[src/rtl/pipe_pkg.sv]
// rtl/pipe_pkg.sv - shared types and encodings for the pipeline hazard controller
package pipe_pkg;

    typedef enum logic {
        IDLE     = 1'b0,
        MEM_WAIT = 1'b1
    } state_t;

    localparam logic [1:0] FWD_RF = 2'b00;
    localparam logic [1:0] FWD_W  = 2'b01;
    localparam logic [1:0] FWD_M  = 2'b10;

endpackage

[src/rtl/pipe_fwd.sv]
// rtl/pipe_fwd.sv - operand forwarding select for one execute-stage source
module pipe_fwd
    import pipe_pkg::*;
(
    input  logic [4:0] rs_e,
    input  logic       reg_write_m,
    input  logic [4:0] rd_m,
    input  logic       reg_write_w,
    input  logic [4:0] rd_w,
    output logic [1:0] fwd
);

    // Memory stage holds the newer value, so it wins over writeback; x0 is never forwarded
    always_comb begin
        fwd = FWD_RF;
        if (reg_write_m && (rd_m != 5'd0) && (rd_m == rs_e)) begin
            fwd = FWD_M;
        end else if (reg_write_w && (rd_w != 5'd0) && (rd_w == rs_e)) begin
            fwd = FWD_W;
        end
    end

endmodule

[src/rtl/pipe_ctrl.sv]
// rtl/pipe_ctrl.sv - hazard unit: forwarding, load-use/branch hazards, data-memory wait with timeout
module pipe_ctrl
    import pipe_pkg::*;
#(
    parameter int MEM_TIMEOUT = 255,
    parameter int CNT_WIDTH   = 32
) (
    input  logic                 clk,
    input  logic                 rst,
    input  logic [4:0]           Rs1D,
    input  logic [4:0]           Rs2D,
    input  logic [4:0]           Rs1E,
    input  logic [4:0]           Rs2E,
    input  logic [4:0]           RdE,
    input  logic                 ResultSrcE,
    input  logic                 PCSrcE,
    input  logic                 RegWriteM,
    input  logic                 RegWriteW,
    input  logic [4:0]           RdM,
    input  logic [4:0]           RdW,
    input  logic                 MemReqM,
    input  logic                 MemReady,
    output logic                 StallF,
    output logic                 StallD,
    output logic                 StallE,
    output logic                 StallM,
    output logic                 FlushD,
    output logic                 FlushE,
    output logic                 FlushW,
    output logic [1:0]           ForwardAE,
    output logic [1:0]           ForwardBE,
    output logic [CNT_WIDTH-1:0] StallCnt,
    output logic                 MemErr
);

    localparam int WW = (MEM_TIMEOUT < 1) ? 1 : $clog2(MEM_TIMEOUT + 1);
    localparam logic [WW-1:0] TIMEOUT_V = WW'(MEM_TIMEOUT);

    state_t         state;
    state_t         state_n;
    logic [WW-1:0]  wait_cnt;
    logic           timeout_hit;
    logic           mem_stall;
    logic           lw_stall;
    logic           any_stall;
    logic [1:0]     fwd_a;
    logic [1:0]     fwd_b;

    assign timeout_hit = (state == MEM_WAIT) && (wait_cnt == TIMEOUT_V);
    assign mem_stall   = MemReqM && !MemReady && !timeout_hit;
    assign lw_stall    = ResultSrcE && (RdE != 5'd0) && ((RdE == Rs1D) || (RdE == Rs2D));
    assign any_stall   = StallF || StallD || StallE || StallM;

    pipe_fwd u_fwd_a (
        .rs_e        (Rs1E),
        .reg_write_m (RegWriteM),
        .rd_m        (RdM),
        .reg_write_w (RegWriteW),
        .rd_w        (RdW),
        .fwd         (fwd_a)
    );

    pipe_fwd u_fwd_b (
        .rs_e        (Rs2E),
        .reg_write_m (RegWriteM),
        .rd_m        (RdM),
        .reg_write_w (RegWriteW),
        .rd_w        (RdW),
        .fwd         (fwd_b)
    );

    // Forward selects read as register-file during reset so nothing stale leaks into execute
    assign ForwardAE = rst ? FWD_RF : fwd_a;
    assign ForwardBE = rst ? FWD_RF : fwd_b;

    // State register
    always_ff @(posedge clk or posedge rst) begin
        if (rst) begin
            state <= IDLE;
        end else begin
            state <= state_n;
        end
    end

    // Next state: wait out an unacknowledged access, abandon it on timeout
    always_comb begin
        state_n = state;
        case (state)
            IDLE:     if (MemReqM && !MemReady) state_n = MEM_WAIT;
            MEM_WAIT: if (MemReady || timeout_hit) state_n = IDLE;
            default:  state_n = IDLE;
        endcase
    end

    // Stall/flush outputs: memory wait freezes everything and defers load-use and branch handling
    always_comb begin
        StallF = 1'b0;
        StallD = 1'b0;
        StallE = 1'b0;
        StallM = 1'b0;
        FlushD = 1'b0;
        FlushE = 1'b0;
        FlushW = 1'b0;
        if (rst) begin
            FlushD = 1'b1;
            FlushE = 1'b1;
            FlushW = 1'b1;
        end else if (mem_stall) begin
            StallF = 1'b1;
            StallD = 1'b1;
            StallE = 1'b1;
            StallM = 1'b1;
            FlushW = 1'b1;
        end else begin
            StallF = lw_stall && !PCSrcE;
            StallD = lw_stall && !PCSrcE;
            FlushD = PCSrcE;
            FlushE = lw_stall || PCSrcE;
        end
    end

    // Wait counter restarts whenever idle so it is zero on the first MEM_WAIT cycle
    always_ff @(posedge clk or posedge rst) begin
        if (rst) begin
            wait_cnt <= '0;
        end else if (state == IDLE) begin
            wait_cnt <= '0;
        end else begin
            wait_cnt <= wait_cnt + WW'(1);
        end
    end

    // Sticky timeout flag
    always_ff @(posedge clk or posedge rst) begin
        if (rst) begin
            MemErr <= 1'b0;
        end else if (timeout_hit) begin
            MemErr <= 1'b1;
        end
    end

    // Saturating count of stalled cycles
    always_ff @(posedge clk or posedge rst) begin
        if (rst) begin
            StallCnt <= '0;
        end else if (any_stall && (StallCnt != {CNT_WIDTH{1'b1}})) begin
            StallCnt <= StallCnt + CNT_WIDTH'(1);
        end
    end

endmodule

[config.mk]
export PLATFORM = sky130hd
export DESIGN_NAME = pipe_ctrl
export DESIGN_NICKNAME = d
export VERILOG_FILES = /design/src/rtl/pipe_pkg.sv /design/src/rtl/pipe_fwd.sv /design/src/rtl/pipe_ctrl.sv
export SDC_FILE = /design/constraint.sdc
export NUM_CORES = 1
export LEC_CHECK = 0
export BUFFER_PORTS_ARGS = -buffer_cell sky130_fd_sc_hd__buf_2
export CORE_UTILIZATION = 54
export CTS_CLUSTER_DIAMETER = 60
export DETAILED_ROUTE_END_ITERATION = 8
export PLACE_DENSITY = 0.85
export SLEW_MARGIN = 10
export SYNTH_ARGS = -nofsm -noshare
export SYNTH_HDL_FRONTEND = slang
export SYNTH_HIERARCHICAL = 1
export SYNTH_SLANG_ARGS = --single-unit
[constraint.sdc]
create_clock -name clk -period 5.2 [get_ports clk]
set_input_delay 0.26 -clock clk [delete_from_list [all_inputs] [get_ports clk]]
set_output_delay 0.26 -clock clk [all_outputs]
set_load 0.005 [all_outputs]
==> Flow_metrics.wiki <==
{| class="wikitable"
! Metric !! Value
|-
| Power after layout || 0.7308 mW
|-
| Avg WL per Cell || 14.38 µm
|-
| Achievable Freq || 379.4 MHz
|-
| Arrival @ worst endpoint || 2.82 ns
|-
| Cell variety after synth || 40
|-
| Total Negative Setup Slacks || 0 ns
|-
| Routed via count divided by cell count || 5.627
|-
| DRC errors left || 22
|-
| Iteration-0 DRC Markers || 212
|-
| Share of final-layout standard cells stronger than drive strength 1 || 30.70%
|-
| Capturing instance or port of the critical path || StallCnt[1]$_DFFE_PP0P_
|-
| Overall die width || 70.62 µm
|-
| Synthesized net count || 312
|-
| Pre-antenna DRT Iters || 6
|-
| Worst setup path class || reg2reg
|-
| FF-to-FF Start || StallCnt[7]$_DFFE_PP0P_
|-
| Number of gates resized after CTS || 0
|-
| Transition time of the tightest slew-check pin || 0.9844 ns
|-
| RD Place Congestion || 0.8992
|-
| TritonCTS clock tree || built
|-
| Number of nets in the finished design || 399
|-
| Class of the tightest hold or removal check || in2async
|-
| Leakage power || 1.572 nW
|-
| Largest driver fanout on the critical path || 25
|-
| Final Hold Violating Endpoints || 0
|-
| Critical Path Source Type || flop
|-
| # IOs || 87
|-
| Cell with the most instances after synthesis || sky130_fd_sc_hd__dfrtp_1
|-
| Most common flop cell mapped by yosys || sky130_fd_sc_hd__dfrtp_1
|-
| Max-cap violations || 0
|-
| Shortest clock period the worst path allows after layout || 2.635 ns
|-
| Clock Skew || 0.01017 ns
|-
| Vertical extent of the die || 70.62 µm
|-
| Top area cells in the synthesized netlist || sky130_fd_sc_hd__dfrtp_1, sky130_fd_sc_hd__xor2_1, sky130_fd_sc_hd__xnor2_1
|-
| Headroom to the max-slew limit || 33.66%
|-
| Period utilisation layout || 50.68%
|-
| Register area share after synthesis || 41.34%
|-
| Syn-to-layout area delta || 22.64%
|-
| First-pass GRT wire length || 9742 µm
|-
| Critical path launch point || StallCnt[7]$_DFFE_PP0P_
|-
| Unrepaired setup endpoints after global routing || no
|-
| Failing checks || DRC
|-
| Post-synthesis sequential element count || 42
|-
| Number of clock buffers inserted by TritonCTS || 5
|-
| Number of global-route vias before repair || 2163
|-
| Data required time at the worst endpoint || 5.39 ns
|-
| Combined area of all synthesized cells || 2542 µm²
|-
| Initial standard-cell utilization of the core || 57.21%
|-
| Number of antenna diodes || 0
|-
| Top post-synthesis cells by count || sky130_fd_sc_hd__dfrtp_1, sky130_fd_sc_hd__xor2_1, sky130_fd_sc_hd__xnor2_1
|-
| DP Area || 3008 µm²
|-
| Tot GR Track Use || 25.01%
|-
| Source-to-sink clock delay at the later pin of the worst-skew pair || 0.30 ns
|-
| Buffer depth of the longest clock path || 2
|-
| Cell type contributing the most total cell area after synthesis || sky130_fd_sc_hd__dfrtp_1
|-
| Largest net degree at the start of global routing || 43
|-
| Post-DP HPWL || 4391 µm
|-
| Number of H-tree branching levels || 2
|-
| Clock-pin transition on the worst setup and hold timing paths || 0.08 ns
|-
| Reg2Reg Depth || 5
|-
| Filler cells || 349
|-
| Buffers inserted by post-CTS timing repair || 0
|-
| Number of standard cells after synthesis || 267
|-
| Post-route cell area || 3118 µm²
|-
| Via Count || 2290
|-
| Run status || complete, but fails checks
|-
| Floorplan row count || 24
|-
| Pwr Density || 234.4 nW/µm²
|-
| Count of port buffers added during placement || 86
|-
| Clk Tree Root Cell || sky130_fd_sc_hd__clkbuf_8
|-
| Hold-fix buffers, CTS || 0
|-
| Total length of routed wires || 5851 µm
|-
| Remaining Overflow, GRT || 0
|-
| Max-slew violation count || 0
|-
| Initial antenna violation count || 0
|-
| Post-Synthesis Mean Instance Area || 9.522 µm²
|-
| IR Drop Worst-Case VDD || 0.1870 mV
|-
| Post-layout utilization of the core || 70.16%
|-
| Core Region || 4444 µm²
|-
| CP Capture Type || flop
|-
| Fraction of post-synthesis cell area in the top cell type by area || 41.34%
|-
| Floorplan die area || 4986 µm²
|-
| Number of flops mapped to enable cells by yosys || 0
|-
| Number of warnings printed during yosys synthesis || 6
|-
| Final ANT Viol Nets || 0
|-
| Synth async-reset ratio || 100.0%
|-
| Clock Sinks || 42
|-
| Final number of setup-violating endpoints || 0
|-
| Capturing point of the worst reg2reg path || StallCnt[1]$_DFFE_PP0P_
|-
| Setup slack, reg-to-reg || 2.56 ns
|}
sequential cells by signal, indices dropped and copies added (netlist names):
signal,flops
MemErr,1
state,1
wait_cnt,8
StallCnt,32
cell families after synthesis:
logic type / share of synthesized area, %
AOI/OAI and AO/OA: 5.660
xor gates and xnor gates: 21.36
adders and majority gates: 0.9841
buffers and inverters: 2.854
DFF: 41.34
muxes: 0.4429
and+or+nand+nor: 27.36
layer usage:
metal	global-route usage, %	vias to the layer above	wire (µm)
met4	9.111	0	104
li1	-	1095	-
met5	0	-	0
met3	6.838	15	518
met1	32.26	1074	2516
met2	40.88	106	2712
layout by cell type (no fill, tap or decap), types with 2 or more instances in the layout:
master                      n
sky130_fd_sc_hd__and4_1     2
sky130_fd_sc_hd__nand4_2    2
sky130_fd_sc_hd__buf_2     86
sky130_fd_sc_hd__a21oi_1    2
sky130_fd_sc_hd__or4_1      2
sky130_fd_sc_hd__a211oi_2   2
sky130_fd_sc_hd__or2_2      3
sky130_fd_sc_hd__nor4b_1    3
sky130_fd_sc_hd__nor4_1    10
sky130_fd_sc_hd__xnor2_1   24
sky130_fd_sc_hd__nand2_1   21
sky130_fd_sc_hd__dfrtp_1   42
sky130_fd_sc_hd__clkbuf_8   5
sky130_fd_sc_hd__inv_1      8
sky130_fd_sc_hd__o21ai_0    3
sky130_fd_sc_hd__nor3_1    18
sky130_fd_sc_hd__ha_1       2
sky130_fd_sc_hd__nand3_1   21
sky130_fd_sc_hd__nand4_1    8
sky130_fd_sc_hd__nor3_2     2
sky130_fd_sc_hd__nor2_1    18
sky130_fd_sc_hd__and2_1     8
sky130_fd_sc_hd__o41ai_2    3
sky130_fd_sc_hd__nor2b_1    5
sky130_fd_sc_hd__xor2_1    38
power breakdown:
part           switching [mW]  internal [mW]
Combinational          0.0559         0.0536
Clock                   0.115          0.143
Sequential             0.0211          0.342
critical path: stages (launching register included):
cell,delay [ns]
sky130_fd_sc_hd__dfrtp_1,0.46
sky130_fd_sc_hd__nand4_2,0.21
sky130_fd_sc_hd__nor3_1,0.51
sky130_fd_sc_hd__and4_1,0.28
sky130_fd_sc_hd__a211o_1,0.65
sky130_fd_sc_hd__mux2_2,0.41
worst min-delay path by stage:
stage / start / end
2_1_floorplan: MemReqM / state$_DFF_PP0_
3_3_place_gp: MemErr$_DFFE_PP0P_ / MemErr$_DFFE_PP0P_
3_5_place_dp: MemErr$_DFFE_PP0P_ / MemErr$_DFFE_PP0P_
4_1_cts: MemReqM / state$_DFF_PP0_
5_1_grt: MemReqM / state$_DFF_PP0_
6_report: rst / wait_cnt[7]$_DFF_PP0_
per-stage QoR:
step / std cells / setup WS, ns / hold WS (ns)
final: 407 / 2.565 / 0.1946
after global routing: 407 / 2.380 / 0.1966
after CTS: 407 / 2.603 / 0.1889
after detailed placement: 399 / 2.609 / 0.4663
after global placement: 399 / 2.693 / 0.4517
after floorplan: 267 / 3.078 / 0.3770
area by class of cell:
type	instances	area (µm²)	area share, %
sequential	42	1051	33.71
multi-input combinational	209	1419	45.51
inverter	9	35.03	1.124
tap	52	65.06	2.087
clock buffer	6	72.57	2.327
clock inverter	2	37.54	1.204
timing repair buffer	87	437.9	14.04
(Power assumes the default switching activity.)
